$ cat src/rtl/pipelined_segment_adder.sv
// pipelined_segment_adder
// WIDTH-bit add/subtract split into WIDTH/SEG_WIDTH ripple segments, one
// segment per clock. The operands travel down the pipe next to the partial
// sum, so stage k adds segment k using the carry registered by stage k-1.
// A single advance enable moves every stage at once. This keeps ordering
// trivially correct under backpressure, at the cost of in_ready being a
// combinational function of out_ready.
module pipelined_segment_adder #(
    parameter int WIDTH     = 16,
    parameter int SEG_WIDTH = 4
) (
    input  logic             clk,
    input  logic             rst_n,
    input  logic             in_valid,
    output logic             in_ready,
    input  logic [WIDTH-1:0] a,
    input  logic [WIDTH-1:0] b,
    input  logic             Cin,
    input  logic             sub,
    output logic             out_valid,
    input  logic             out_ready,
    output logic [WIDTH-1:0] sum,
    output logic             carry,
    output logic             ovf
);

    localparam int STAGES = WIDTH / SEG_WIDTH;
    localparam int LAST   = STAGES - 1;

    // Ripple add of one segment. Returns {carry_out, carry_into_top_bit, sum}.
    // The carry into the top bit is only consumed by the final stage, for ovf.
    function automatic logic [SEG_WIDTH+1:0] seg_add(
        input logic [SEG_WIDTH-1:0] x,
        input logic [SEG_WIDTH-1:0] y,
        input logic                 ci
    );
        logic [SEG_WIDTH-1:0] s;
        logic                 c;
        logic                 c_top;
        s     = {SEG_WIDTH{1'b0}};
        c     = ci;
        c_top = ci;
        for (int i = 0; i < SEG_WIDTH; i++) begin
            c_top = c;
            s[i]  = x[i] ^ y[i] ^ c;
            c     = (x[i] & y[i]) | (c & (x[i] ^ y[i]));
        end
        return {c, c_top, s};
    endfunction

    logic                         en_s;
    logic [WIDTH-1:0]             b_eff_s;
    logic                         c0_s;

    logic [STAGES-1:0]            vld_r;
    logic [STAGES-1:0]            vld_nxt_s;
    logic [STAGES-1:0]            cout_r;
    logic [STAGES-1:0]            cout_nxt_s;
    logic [STAGES-1:0]            ovf_r;
    logic [STAGES-1:0]            ovf_nxt_s;
    logic [STAGES-1:0][WIDTH-1:0] sum_r;
    logic [STAGES-1:0][WIDTH-1:0] sum_nxt_s;
    logic [STAGES-1:0][WIDTH-1:0] a_r;
    logic [STAGES-1:0][WIDTH-1:0] a_nxt_s;
    logic [STAGES-1:0][WIDTH-1:0] b_r;
    logic [STAGES-1:0][WIDTH-1:0] b_nxt_s;
    logic                         unused_s;

    // Whole pipe advances unless a result is waiting and not being taken.
    always_comb begin
        en_s = !vld_r[LAST] || out_ready;
    end

    assign in_ready = en_s;

    // Subtraction is a + ~b + 1, so the incoming carry is forced high and Cin ignored.
    always_comb begin
        if (sub) begin
            b_eff_s = ~b;
            c0_s    = 1'b1;
        end else begin
            b_eff_s = b;
            c0_s    = Cin;
        end
    end

    for (genvar k = 0; k < STAGES; k++) begin : g_stage
        localparam int               LO       = k * SEG_WIDTH;
        localparam logic [WIDTH-1:0] SEG_MASK = WIDTH'({SEG_WIDTH{1'b1}}) << LO;

        logic                 src_vld_s;
        logic                 src_c_s;
        logic [WIDTH-1:0]     src_a_s;
        logic [WIDTH-1:0]     src_b_s;
        logic [WIDTH-1:0]     src_sum_s;
        logic [SEG_WIDTH+1:0] res_s;

        if (k == 0) begin : g_head
            assign src_vld_s = in_valid;
            assign src_a_s   = a;
            assign src_b_s   = b_eff_s;
            assign src_sum_s = {WIDTH{1'b0}};
            assign src_c_s   = c0_s;
        end else begin : g_body
            assign src_vld_s = vld_r[k-1];
            assign src_a_s   = a_r[k-1];
            assign src_b_s   = b_r[k-1];
            assign src_sum_s = sum_r[k-1];
            assign src_c_s   = cout_r[k-1];
        end

        assign res_s         = seg_add(src_a_s[LO +: SEG_WIDTH], src_b_s[LO +: SEG_WIDTH], src_c_s);
        assign vld_nxt_s[k]  = src_vld_s;
        assign a_nxt_s[k]    = src_a_s;
        assign b_nxt_s[k]    = src_b_s;
        assign sum_nxt_s[k]  = (src_sum_s & ~SEG_MASK) | (WIDTH'(res_s[SEG_WIDTH-1:0]) << LO);
        assign cout_nxt_s[k] = res_s[SEG_WIDTH+1];
        assign ovf_nxt_s[k]  = res_s[SEG_WIDTH+1] ^ res_s[SEG_WIDTH];
    end

    // Stage registers: shift together on en, hold otherwise; reset drops all in-flight beats.
    always_ff @(posedge clk or negedge rst_n) begin
        if (!rst_n) begin
            vld_r  <= {STAGES{1'b0}};
            cout_r <= {STAGES{1'b0}};
            ovf_r  <= {STAGES{1'b0}};
            sum_r  <= {(STAGES*WIDTH){1'b0}};
            a_r    <= {(STAGES*WIDTH){1'b0}};
            b_r    <= {(STAGES*WIDTH){1'b0}};
        end else if (en_s) begin
            vld_r  <= vld_nxt_s;
            cout_r <= cout_nxt_s;
            ovf_r  <= ovf_nxt_s;
            sum_r  <= sum_nxt_s;
            a_r    <= a_nxt_s;
            b_r    <= b_nxt_s;
        end
    end

    assign out_valid = vld_r[LAST];
    assign sum       = sum_r[LAST];
    assign carry     = cout_r[LAST];
    assign ovf       = ovf_r[LAST];

    // Operands are fully consumed by the last stage, and only its ovf is meaningful.
    assign unused_s = ^{a_r[LAST], b_r[LAST], ovf_r};

endmodule

$ cat config.mk
export PLATFORM = sky130hd
export DESIGN_NAME = pipelined_segment_adder
export DESIGN_NICKNAME = d
export VERILOG_FILES = /design/src/rtl/pipelined_segment_adder.sv
export SDC_FILE = /design/constraint.sdc
export NUM_CORES = 1
export LEC_CHECK = 0
export BUFFER_PORTS_ARGS = -buffer_cell sky130_fd_sc_hd__clkbuf_2
export CAP_MARGIN = 20
export CORE_UTILIZATION = 50
export DETAILED_ROUTE_END_ITERATION = 10
export PLACE_DENSITY = 0.75
export SYNTH_ARGS = -nofsm -noshare
export SYNTH_HDL_FRONTEND = slang
export SYNTH_SLANG_ARGS = --single-unit
export TNS_END_PERCENT = 100
$ cat constraint.sdc
create_clock -name clk -period 2.6 [get_ports clk]
set_input_delay 0.26 -clock clk [delete_from_list [all_inputs] [get_ports clk]]
set_output_delay 0.26 -clock clk [all_outputs]
set_load 0.01 [all_outputs]
==> results of run 1 <==
cell usage after synthesis:
library cell / number / area [um2]
mux2i_1: 4 / 40.0
buf_6: 5 / 56.3
nor3b_1: 9 / 67.6
a21oi_1: 9 / 45.0
buf_2: 9 / 45.0
inv_1: 25 / 93.8
mux2_4: 4 / 60.1
dfrtp_1: 97 / 2430
nand2b_4: 1 / 13.8
xor2_1: 12 / 105
or2_2: 1 / 6.26
fa_1: 16 / 320
nand2b_1: 1 / 6.26
mux2_2: 79 / 890
xnor2_1: 5 / 43.8
cell families after synthesis:
group	synth area share [%]
flops	57.5
simple gates	2.22
fa+ha+maj	7.59
mux	23.5
buf+inv	4.62
compound gates	1.07
xor+xnor	3.53
layout make-up:
cell class                      count  share of cell area (%)
Multi-Input combinational cell    141                    32.9
Inverter                           25                    1.93
Clock inverter                      4                    1.52
Clock buffer                       12                    3.40
Sequential cell                    97                    50.0
Timing Repair Buffer               63                    7.43
Antenna cell                        1                  0.0516
Tap cell                          105                    2.71
through the flow:
stage / power [mW] / setup slack, ps / instances / utilization [%] / area, um2
final: 5.57 / 361 / 448 / 59.4 / 4850
after global routing: 5.99 / 211 / 447 / 59.3 / 4850
after CTS: 5.66 / 323 / 447 / 59.3 / 4850
after detailed placement: 4.54 / 104 / 430 / 56.3 / 4600
after global placement: 4.40 / 150 / 430 / 56.3 / 4600
after floorplan: 3.97 / 56.1 / 277 / - / 4230
how the worst max path moves through the flow:
stage | startpoint | to | slack, ps
4_1_cts | cout_r[2]$_DFFE_PN0P_ | ovf_r[3]$_DFFE_PN0P_ | 320
2_1_floorplan | sub | g_stage[1].src_sum_s[3]$_DFFE_PN0P_ | 60
5_1_grt | cout_r[2]$_DFFE_PN0P_ | ovf_r[3]$_DFFE_PN0P_ | 210
6_report | cout_r[2]$_DFFE_PN0P_ | ovf_r[3]$_DFFE_PN0P_ | 360
3_3_place_gp | sub | g_stage[1].src_sum_s[3]$_DFFE_PN0P_ | 150
3_5_place_dp | sub | g_stage[1].src_sum_s[3]$_DFFE_PN0P_ | 100
state kept, by name (all words and copies together), names as in the netlist:
signal and count:
cout_r 4, sum 16, ovf_r 1, g_stage.src_b_s 24
vld_r 4, g_stage.src_a_s 24, g_stage.src_sum_s 24
metal layers:
layer	global-route usage, %	up-vias	part of all wire, %
li1	-	1037	-
met1	23.4	1138	47
met2	24.2	45	47
met3	3.56	10	4.1
met4	7.31	0	1.7
met5	0	-	0
what timing repair did:
| action | in CTS | in global routing |
|---|---|---|
| hold endpoints to repair | 51 | 0 |
| endpoints found under the setup margin | 0 | 0 |
| hold buffers | 1 | 0 |
| setup buffers | 0 | 0 |
power by group through the flow:
| stage | clock network (mW) | registers (mW) | logic, mW |
|---|---|---|---|
| 3_3_place_gp | 0 | 2.57 | 1.83 |
| 6_report | 1.12 | 2.56 | 1.89 |
| 2_1_floorplan | 0 | 2.56 | 1.41 |
| 5_1_grt | 1.21 | 2.66 | 2.12 |
| 4_1_cts | 1.15 | 2.58 | 1.93 |
| 3_5_place_dp | 0 | 2.61 | 1.93 |
==> run summary, run 1 <==
Placer Congestion -> 0.695
CP Cell Sequence -> inv_1, fa_1, inv_1, fa_1, fa_1, inv_1, fa_1, xnor2_1, mux2_2
# DRC -> 0
Crit Path Max Fanout -> 2
Final Setup Violations -> 0
Worst-Skew Late Latency -> 350 ps
Synth Net Count -> 331
Port Buf Inserts -> 57
CTS tree -> yes
Critical path arrival -> 2480 ps
Via count -> 2230
Lkg Pwr -> 2.25 nW
Clock Sinks -> 97
Multi-input logic area -> 1600 um2
Psw -> 1.67 mW
Worst slew margin -> 56.6%
Root buf cell -> clkbuf_8
Worst-margin pin slew -> 651 ps
Detail Placement HPWL -> 4410 um
Routed Antenna Nets -> 0
Peak supply drop -> 0.397 mV
Vias per cell -> 4.98
Commonest non-fill, non-tap cell in the layout -> dfrtp_1
Critical Path Stages -> 9
Vias in the first global route -> 2253
Combinational fraction of design power -> 33.9%
Nature of the critical path endpoint -> flip-flop
Pwr dens -> 1150 nW/um2
Die Ht -> 93.9 um
R2r endpoint -> ovf_r[3]$_DFFE_PN0P_
Reg2reg start -> cout_r[2]$_DFFE_PN0P_
Cells after Synth -> 277
Unrepaired setup endpoints after global routing -> false
Row count -> 33
Reg-to-reg slack, setup -> 360 ps
Seq. cell area -> 2430 um2
Post-Syn Area -> 4220 um2
Global-route wire length before repair -> 10800 um
Max Cap Violations -> 0
Max clock buf depth -> 2
Flops & latches, synth -> 97
FF-to-FF path depth -> 9
Largest net degree at the start of global routing -> 57
Buf/Inv on CP -> 3
Hold Startpoint -> a[9]
Die width -> 93.9 um
Final Hold Slack -> 134 ps
Clock share of power -> 20.1%
CTS clock-pin slew for the worst setup and hold paths -> 90 ps
Overflow after GRT -> 0
Fin. max-slew vios -> 0
Crit path max-delay family -> adder cells
Fmax -> 0.447 GHz
Area growth, synth to finish -> 15.0%
Tcrit/Tclk final -> 86.1%
Sw Ratio -> 30.0%
Share of cells above drive strength 1 -> 47.7%
Antenna violations before repair -> 0
Distinct cells, synth -> 15
Worst EP required -> 2840 ps
Synth Warn # -> 0
Status -> finished, final reports clean
Slowest CP cell -> fa_1
Num CTS Buffers -> 9
Worst Setup Path Type -> flip-flop to flip-flop
Starting Density -> 51.6%
Tmin final -> 2240 ps
Die area -> 8810 um2
Syn_area_per_cell -> 15.2 um2
Hold endpoint -> g_stage[1].src_a_s[9]$_DFFE_PN0P_
Fillers -> 647
Hold Violations, Final -> 0
Worst min-delay path category -> input port to flip-flop
Post-Route Setup TNS -> 0 ps
Core Area -> 8180 um2
Routed WL -> 6410 um
Seq/Total Area, Yosys -> 57.5%
Max incr delay on CP -> 420 ps
Critical path's most frequent cell -> fa_1
I/O pins -> 58
Worst hold stages -> 2
Total GRT Usage -> 16.4%
Startpoint Class -> flip-flop
Commonest cells after routing, fill and taps aside -> 97 x dfrtp_1, 79 x mux2_2, 56 x clkbuf_2
Post_cts resized -> 0
Internal Power -> 3.90 mW
Worst Clk Skew -> 9.62 ps
Avg WL per Cell -> 14.3 um
Layout Nets -> 391
First-pass DRT Iterations -> 4
Initial DRC Count -> 43
Clock H-tree levels -> 3
Flop pwr share -> 46.0%
(Power assumes the default switching activity.)
==> inputs of run 2 (changes only) <==
--- a/config.mk
+++ b/config.mk
@@ -9,6 +9,7 @@
 export CAP_MARGIN = 20
 export CORE_UTILIZATION = 50
 export DETAILED_ROUTE_END_ITERATION = 10
+export MAX_ROUTING_LAYER = met4
 export PLACE_DENSITY = 0.75
 export SYNTH_ARGS = -nofsm -noshare
 export SYNTH_HDL_FRONTEND = slang
==> run 2 against run 1 <==
Net effect: worst hold slack got worse by 4.9 ps; register-to-register slack about the same; worst setup slack got worse by 4.4 ps; clock power about the same; flip-flop and latch count unchanged; core utilization about the same; clock-buffer cell count unchanged; sequential share of layout area about the same; design area about the same; wire length about the same; largest cell class unchanged; largest power group unchanged.
==> run summary, run 2 (synthesis gave the netlist of run 1 again) <==
Fmax -> 0.446 GHz (-0.20%)
# Post-CTS Setup Buffers -> 0 (unchanged)
Worst Clk Skew -> 7.90 ps (-1.72 ps)
Hold Violations, Final -> 0 (unchanged)
Routed WL -> 6410 um (about the same)
Root buf cell -> clkbuf_8
Tmin final -> 2240 ps (+4.40 ps)
Crit Path Max Fanout -> 2 (unchanged)
Metal2 WL -> 3020 um (+0.30%)
Seq. cell area -> 2430 um2 (unchanged)
CTS Hold Bufs -> 1 (unchanged)
Worst min-delay path category -> input port to flip-flop
PnR Total Power -> 5.57 mW (about the same)
Post_cts resized -> 0 (unchanged)
Nature of the critical path endpoint -> flip-flop
Total GRT Usage -> 16.9% (+0.47 points)
Unrepaired setup endpoints after global routing -> false
Critical path arrival -> 2490 ps (about the same)
Die Ht -> 93.9 um (unchanged)
Vias in the first global route -> 2261 (+0.36%)
CTS clock-pin slew for the worst setup and hold paths -> 90 ps (about the same)
CTS tree -> yes
Overflow after GRT -> 0 (unchanged)
Vias per cell -> 4.98 (about the same)
Initial DRC Count -> 35 (-19%)
Worst slew margin -> 56.2% (-0.38 points)
First-pass DRT Iterations -> 3 (-1)
Startpoint Class -> flip-flop
Commonest cells after routing, fill and taps aside -> 97 x dfrtp_1, 79 x mux2_2, 56 x clkbuf_2
Largest net degree at the start of global routing -> 57 (unchanged)
Routed Antenna Nets -> 0 (unchanged)
Worst-Skew Late Latency -> 360 ps (about the same)
Hold endpoint -> g_stage[1].src_a_s[9]$_DFFE_PN0P_
Clock Sinks -> 97 (unchanged)
Peak supply drop -> 0.402 mV (+1.2%)
Status -> finished, final reports clean
Critical path's most frequent cell -> fa_1
Fillers -> 648 (+0.15%)
Hold Startpoint -> a[9]
Placed insts -> 430 (unchanged)
Die width -> 93.9 um (unchanged)
Final Setup Violations -> 0 (unchanged)
R2r endpoint -> ovf_r[3]$_DFFE_PN0P_
Detail Placement HPWL -> 4410 um (unchanged)
Met3 WL -> 246 um (-6.5%)
Fin. max-slew vios -> 0 (unchanged)
Max clock buf depth -> 2 (unchanged)
Placer Congestion -> 0.703 (+1.1%)
Reg2reg start -> cout_r[2]$_DFFE_PN0P_
Port Buf Inserts -> 57 (unchanged)
Reg-to-reg slack, setup -> 360 ps (about the same)
Tcrit/Tclk final -> 86.3% (+0.17 points)
Final Non-Filler Cells -> 447 (-0.22%)
Met1 wire length -> 3040 um (+0.60%)
Ant diodes -> 0 (-1)
Die area -> 8810 um2 (unchanged)
Lkg Pwr -> 2.25 nW (unchanged)
Worst EP required -> 2850 ps (about the same)
Worst hold stages -> 2 (unchanged)
Num CTS Buffers -> 9 (unchanged)
I/O pins -> 58 (unchanged)
Row count -> 33 (unchanged)
Multi-input logic area -> 1600 um2 (unchanged)
FF-to-FF path depth -> 9 (unchanged)
Global-route wire length before repair -> 10800 um (+0.13%)
CP Cell Sequence -> inv_1, fa_1, inv_1, fa_1, fa_1, inv_1, fa_1, xnor2_1, mux2_2
Area growth, synth to finish -> 14.9% (about the same)
Share of cells above drive strength 1 -> 47.7% (unchanged)
Via count -> 2225 (-0.22%)
Starting Density -> 51.6% (unchanged)
Worst Setup Path Type -> flip-flop to flip-flop
Pwr dens -> 1150 nW/um2 (about the same)
Final setup margin -> 356 ps (-4.40 ps)
Post-Route Setup TNS -> 0 ps (unchanged)
Layout Nets -> 391 (unchanged)
Max incr delay on CP -> 420 ps (about the same)
Commonest non-fill, non-tap cell in the layout -> dfrtp_1
Slowest CP cell -> fa_1
Antenna violations before repair -> 0 (unchanged)
Design area -> 4850 um2 (about the same)
Clock H-tree levels -> 3 (unchanged)
Avg WL per Cell -> 14.3 um (+0.18%)
Worst-margin pin slew -> 657 ps (+5.71 ps)
Post-place setup slack -> 104 ps (unchanged)
Placed cell areas -> 4600 um2 (unchanged)
Top sig layer -> met4
Core Area -> 8180 um2 (unchanged)
# DRC -> 0 (unchanged)
Max Cap Violations -> 0 (unchanged)
run 2: worst max path at each step:
| stage | end | start |
|---|---|---|
| 2_1_floorplan | g_stage[1].src_sum_s[3]$_DFFE_PN0P_ | sub |
| 3_3_place_gp | g_stage[1].src_sum_s[3]$_DFFE_PN0P_ | sub |
| 3_5_place_dp | g_stage[1].src_sum_s[3]$_DFFE_PN0P_ | sub |
| 4_1_cts | ovf_r[3]$_DFFE_PN0P_ | cout_r[2]$_DFFE_PN0P_ |
| 5_1_grt | ovf_r[3]$_DFFE_PN0P_ | cout_r[2]$_DFFE_PN0P_ |
| 6_report | ovf_r[3]$_DFFE_PN0P_ | cout_r[2]$_DFFE_PN0P_ |
run 2: report_power, final:
part	leakage, nW	switching [mW]	total [mW]	internal, mW
logic	1.01	0.799	1.89	1.09
clock network	0.123	0.499	1.12	0.621
registers	1.12	0.374	2.56	2.19
total	2.25	1.67	5.57	3.90
run 2: worst max-delay path: cells and delay by family (launching register included):
kind | cells | cell delay (ps)
adder cells (fa/ha/maj) | 4 | 1220
flip-flops | 1 | 330
XOR/XNOR | 1 | 140
buffers and inverters | 3 | 200
multiplexers | 1 | 250
run 2: layer usage:
metal | global-route usage [%] | up-vias
met5 | - | -
met3 | 3.56 | 10
met1 | 23.5 | 1131
li1 | - | 1037
met4 | 7.31 | 0
met2 | 24.1 | 47
run 2: per-stage QoR:
stage,hold slack [ps],util [%]
6_report,129,59.3
3_5_place_dp,331,56.3
3_3_place_gp,333,56.3
5_1_grt,116,59.3
4_1_cts,113,59.3
2_1_floorplan,-35.6,-
run 2: area by class of cell:
| type | instances | area share (%) |
|---|---|---|
| flip-flops and latches | 97 | 50.1 |
| multi-input cells | 141 | 32.9 |
| repair buffers | 63 | 7.43 |
| clock buffers | 12 | 3.41 |
| well taps | 105 | 2.71 |
| inverters | 25 | 1.93 |
| clock inverters | 4 | 1.52 |
==> inputs of run 3 (changes only) <==
--- a/config.mk
+++ b/config.mk
@@ -10,7 +10,7 @@
 export CORE_UTILIZATION = 50
 export DETAILED_ROUTE_END_ITERATION = 10
 export MAX_ROUTING_LAYER = met4
-export PLACE_DENSITY = 0.75
+export PLACE_DENSITY = 0.71
 export SYNTH_ARGS = -nofsm -noshare
 export SYNTH_HDL_FRONTEND = slang
 export SYNTH_SLANG_ARGS = --single-unit
==> run 3 against run 2 <==
Net effect: first-iteration DRC count grew 74%; wire length grew 0.48%; design area barely moved; core utilization is essentially flat; critical path type unchanged; largest cell class unchanged; largest power group unchanged.
==> run summary, run 3 (synthesis gave the netlist of run 1 again) <==
Status -> finished, final reports clean
I/O pins -> 58 (unchanged)
Die width -> 93.9 um (unchanged)
PnR Total Power -> 5.52 mW (-0.83%)
CTS tree -> yes
Max incr delay on CP -> 410 ps (about the same)
Ant diodes -> 0 (unchanged)
Slowest CP cell -> fa_1
Via count -> 2232 (+0.31%)
Post-place setup slack -> 87.1 ps (-17.1 ps)
FF-to-FF path depth -> 9 (unchanged)
Vias per cell -> 4.98 (about the same)
Clock share of power -> 19.6% (-0.5 points)
# Post-CTS Setup Buffers -> 0 (unchanged)
CTS clock-pin slew for the worst setup and hold paths -> 90 ps (about the same)
Hold endpoint -> vld_r[0]$_DFFE_PN0P_
Hold Startpoint -> in_valid
Initial DRC Count -> 61 (+74%)
Final Non-Filler Cells -> 448 (+0.22%)
Placer Congestion -> 0.674 (-4.1%)
Row count -> 33 (unchanged)
Critical path's most frequent cell -> fa_1
Sw Ratio -> 29.9% (-0.092 points)
Max Cap Violations -> 0 (unchanged)
Worst Setup Path Type -> flip-flop to flip-flop
Commonest cells after routing, fill and taps aside -> 97 x dfrtp_1, 79 x mux2_2, 56 x clkbuf_2
# DRC -> 0 (unchanged)
Final Hold Slack -> 130 ps (+0.564 ps)
Clock H-tree levels -> 3 (unchanged)
Antenna violations before repair -> 0 (unchanged)
First-pass DRT Iterations -> 4 (+1)
Hold Violations, Final -> 0 (unchanged)
Core Area -> 8180 um2 (unchanged)
Worst min-delay path category -> input port to flip-flop
Psw -> 1.65 mW (-1.1%)
Fillers -> 678 (+4.6%)
Reg2reg start -> cout_r[2]$_DFFE_PN0P_
Startpoint Class -> flip-flop
Worst-margin pin slew -> 732 ps (+75.4 ps)
Max clock buf depth -> 2 (unchanged)
Root buf cell -> clkbuf_8
Peak supply drop -> 0.487 mV (+21%)
Share of cells above drive strength 1 -> 47.8% (+0.15 points)
Fin. max-slew vios -> 0 (unchanged)
Critical path arrival -> 2450 ps (-40 ps)
Global-route wire length before repair -> 11200 um (+4.0%)
Layout Nets -> 392 (+0.26%)
R2r endpoint -> ovf_r[3]$_DFFE_PN0P_
Area growth, synth to finish -> 14.9% (about the same)
Commonest non-fill, non-tap cell in the layout -> dfrtp_1
Worst Clk Skew -> 11.1 ps (+3.21 ps)
CP Cell Sequence -> inv_1, fa_1, inv_1, fa_1, fa_1, inv_1, fa_1, xnor2_1, mux2_2
Nature of the critical path endpoint -> flip-flop
Util after Layout -> 59.3% (about the same)
Starting Density -> 51.6% (unchanged)
Worst EP required -> 2840 ps (about the same)
Total GRT Usage -> 17.5% (+0.62 points)
Final Setup Violations -> 0 (unchanged)
Worst slew margin -> 51.2% (-5.0 points)
Post_cts resized -> 0 (unchanged)
Unrepaired setup endpoints after global routing -> false
Fmax -> 0.453 GHz (+1.5%)
Routed WL -> 6440 um (+0.48%)
Num CTS Buffers -> 9 (unchanged)
Reg-to-reg slack, setup -> 390 ps (+30 ps)
Final setup margin -> 390 ps (+33.7 ps)
Worst hold stages -> 2 (unchanged)
Pwr dens -> 1140 nW/um2 (-0.78%)
Flop pwr share -> 46.3% (+0.3 points)
Placed cell areas -> 4610 um2 (+0.16%)
Port Buf Inserts -> 57 (unchanged)
Avg WL per Cell -> 14.4 um (+0.26%)
Die area -> 8810 um2 (unchanged)
Routed Antenna Nets -> 0 (unchanged)
Die Ht -> 93.9 um (unchanged)
Detail Placement HPWL -> 4510 um (+2.4%)
Placed insts -> 431 (+0.23%)
Post-Route Setup TNS -> 0 ps (unchanged)
Worst-Skew Late Latency -> 360 ps (about the same)
Tmin final -> 2210 ps (-33.7 ps)
Crit Path Max Fanout -> 2 (unchanged)
Design area -> 4850 um2 (about the same)
Vias in the first global route -> 2315 (+2.4%)
Internal Power -> 3.87 mW (-0.70%)
Lkg Pwr -> 2.25 nW (-0.12%)
Tcrit/Tclk final -> 85.0% (-1.3 points)
Clock Sinks -> 97 (unchanged)
Combinational fraction of design power -> 34.1% (+0.2 points)
Largest net degree at the start of global routing -> 59 (+3.5%)
Overflow after GRT -> 0 (unchanged)
==> run 3: cell count changes in the layout (fill, tap and decap cells not counted), sizes merged <==
cell      previous run  this run
clkinvlp             0         1
clkbuf              68        67
buf                  6         7
==> run 3: metal layers <==
layer | part of all wire [%] | vias up | global-route usage [%]
met5 | 0 | - | -
met4 | 2.0 | 0 | 8.08
met3 | 3.5 | 11 | 2.91
li1 | - | 1041 | -
met1 | 45 | 1140 | 23.2
met2 | 49 | 40 | 26.6
==> run 3: what timing repair did <==
item,CTS,global route
setup endpoints to repair,0,0
hold buffers,1,0
hold endpoints to repair,48,0
==> run 3: power by group through the flow <==
stage	clock network (mW)	registers [mW]	logic, mW
after detailed placement	0	2.61	1.92
final	1.08	2.56	1.88
after global routing	1.17	2.67	2.16
after CTS	1.12	2.57	1.93
after floorplan	0	2.56	1.41
after global placement	0	2.57	1.86
==> run 3: critical path, delay by kind of cell, from the launching register on <==
kind,cells,cell delay (ps)
buffers and inverters,3,200
DFF,1,330
xor gates and xnor gates,1,130
muxes,1,250
adders and majority gates,4,1190
==> run 3: how the worst max path moves through the flow <==
stage / from / to / slack (ps) / depth (start not counted)
after floorplan: sub / g_stage[1].src_sum_s[3]$_DFFE_PN0P_ / 60 / 10
after global placement: sub / g_stage[1].src_sum_s[3]$_DFFE_PN0P_ / 180 / 9
after detailed placement: sub / g_stage[1].src_sum_s[3]$_DFFE_PN0P_ / 90 / 9
after CTS: cout_r[2]$_DFFE_PN0P_ / ovf_r[3]$_DFFE_PN0P_ / 370 / 9
after global routing: g_stage[3].src_a_s[12]$_DFFE_PN0P_ / ovf_r[3]$_DFFE_PN0P_ / 210 / 9
final: cout_r[2]$_DFFE_PN0P_ / ovf_r[3]$_DFFE_PN0P_ / 390 / 9
==> run 3: final cells by class <==
cell class,count,area [um2],share of cell area (%)
multi-input combinational,141,1600,33.0
clock buffer,11,151,3.12
timing repair buffer,64,368,7.59
clock inverter,5,77.6,1.60
tap,105,131,2.71
sequential,97,2430,50.1
inverter,25,93.8,1.94
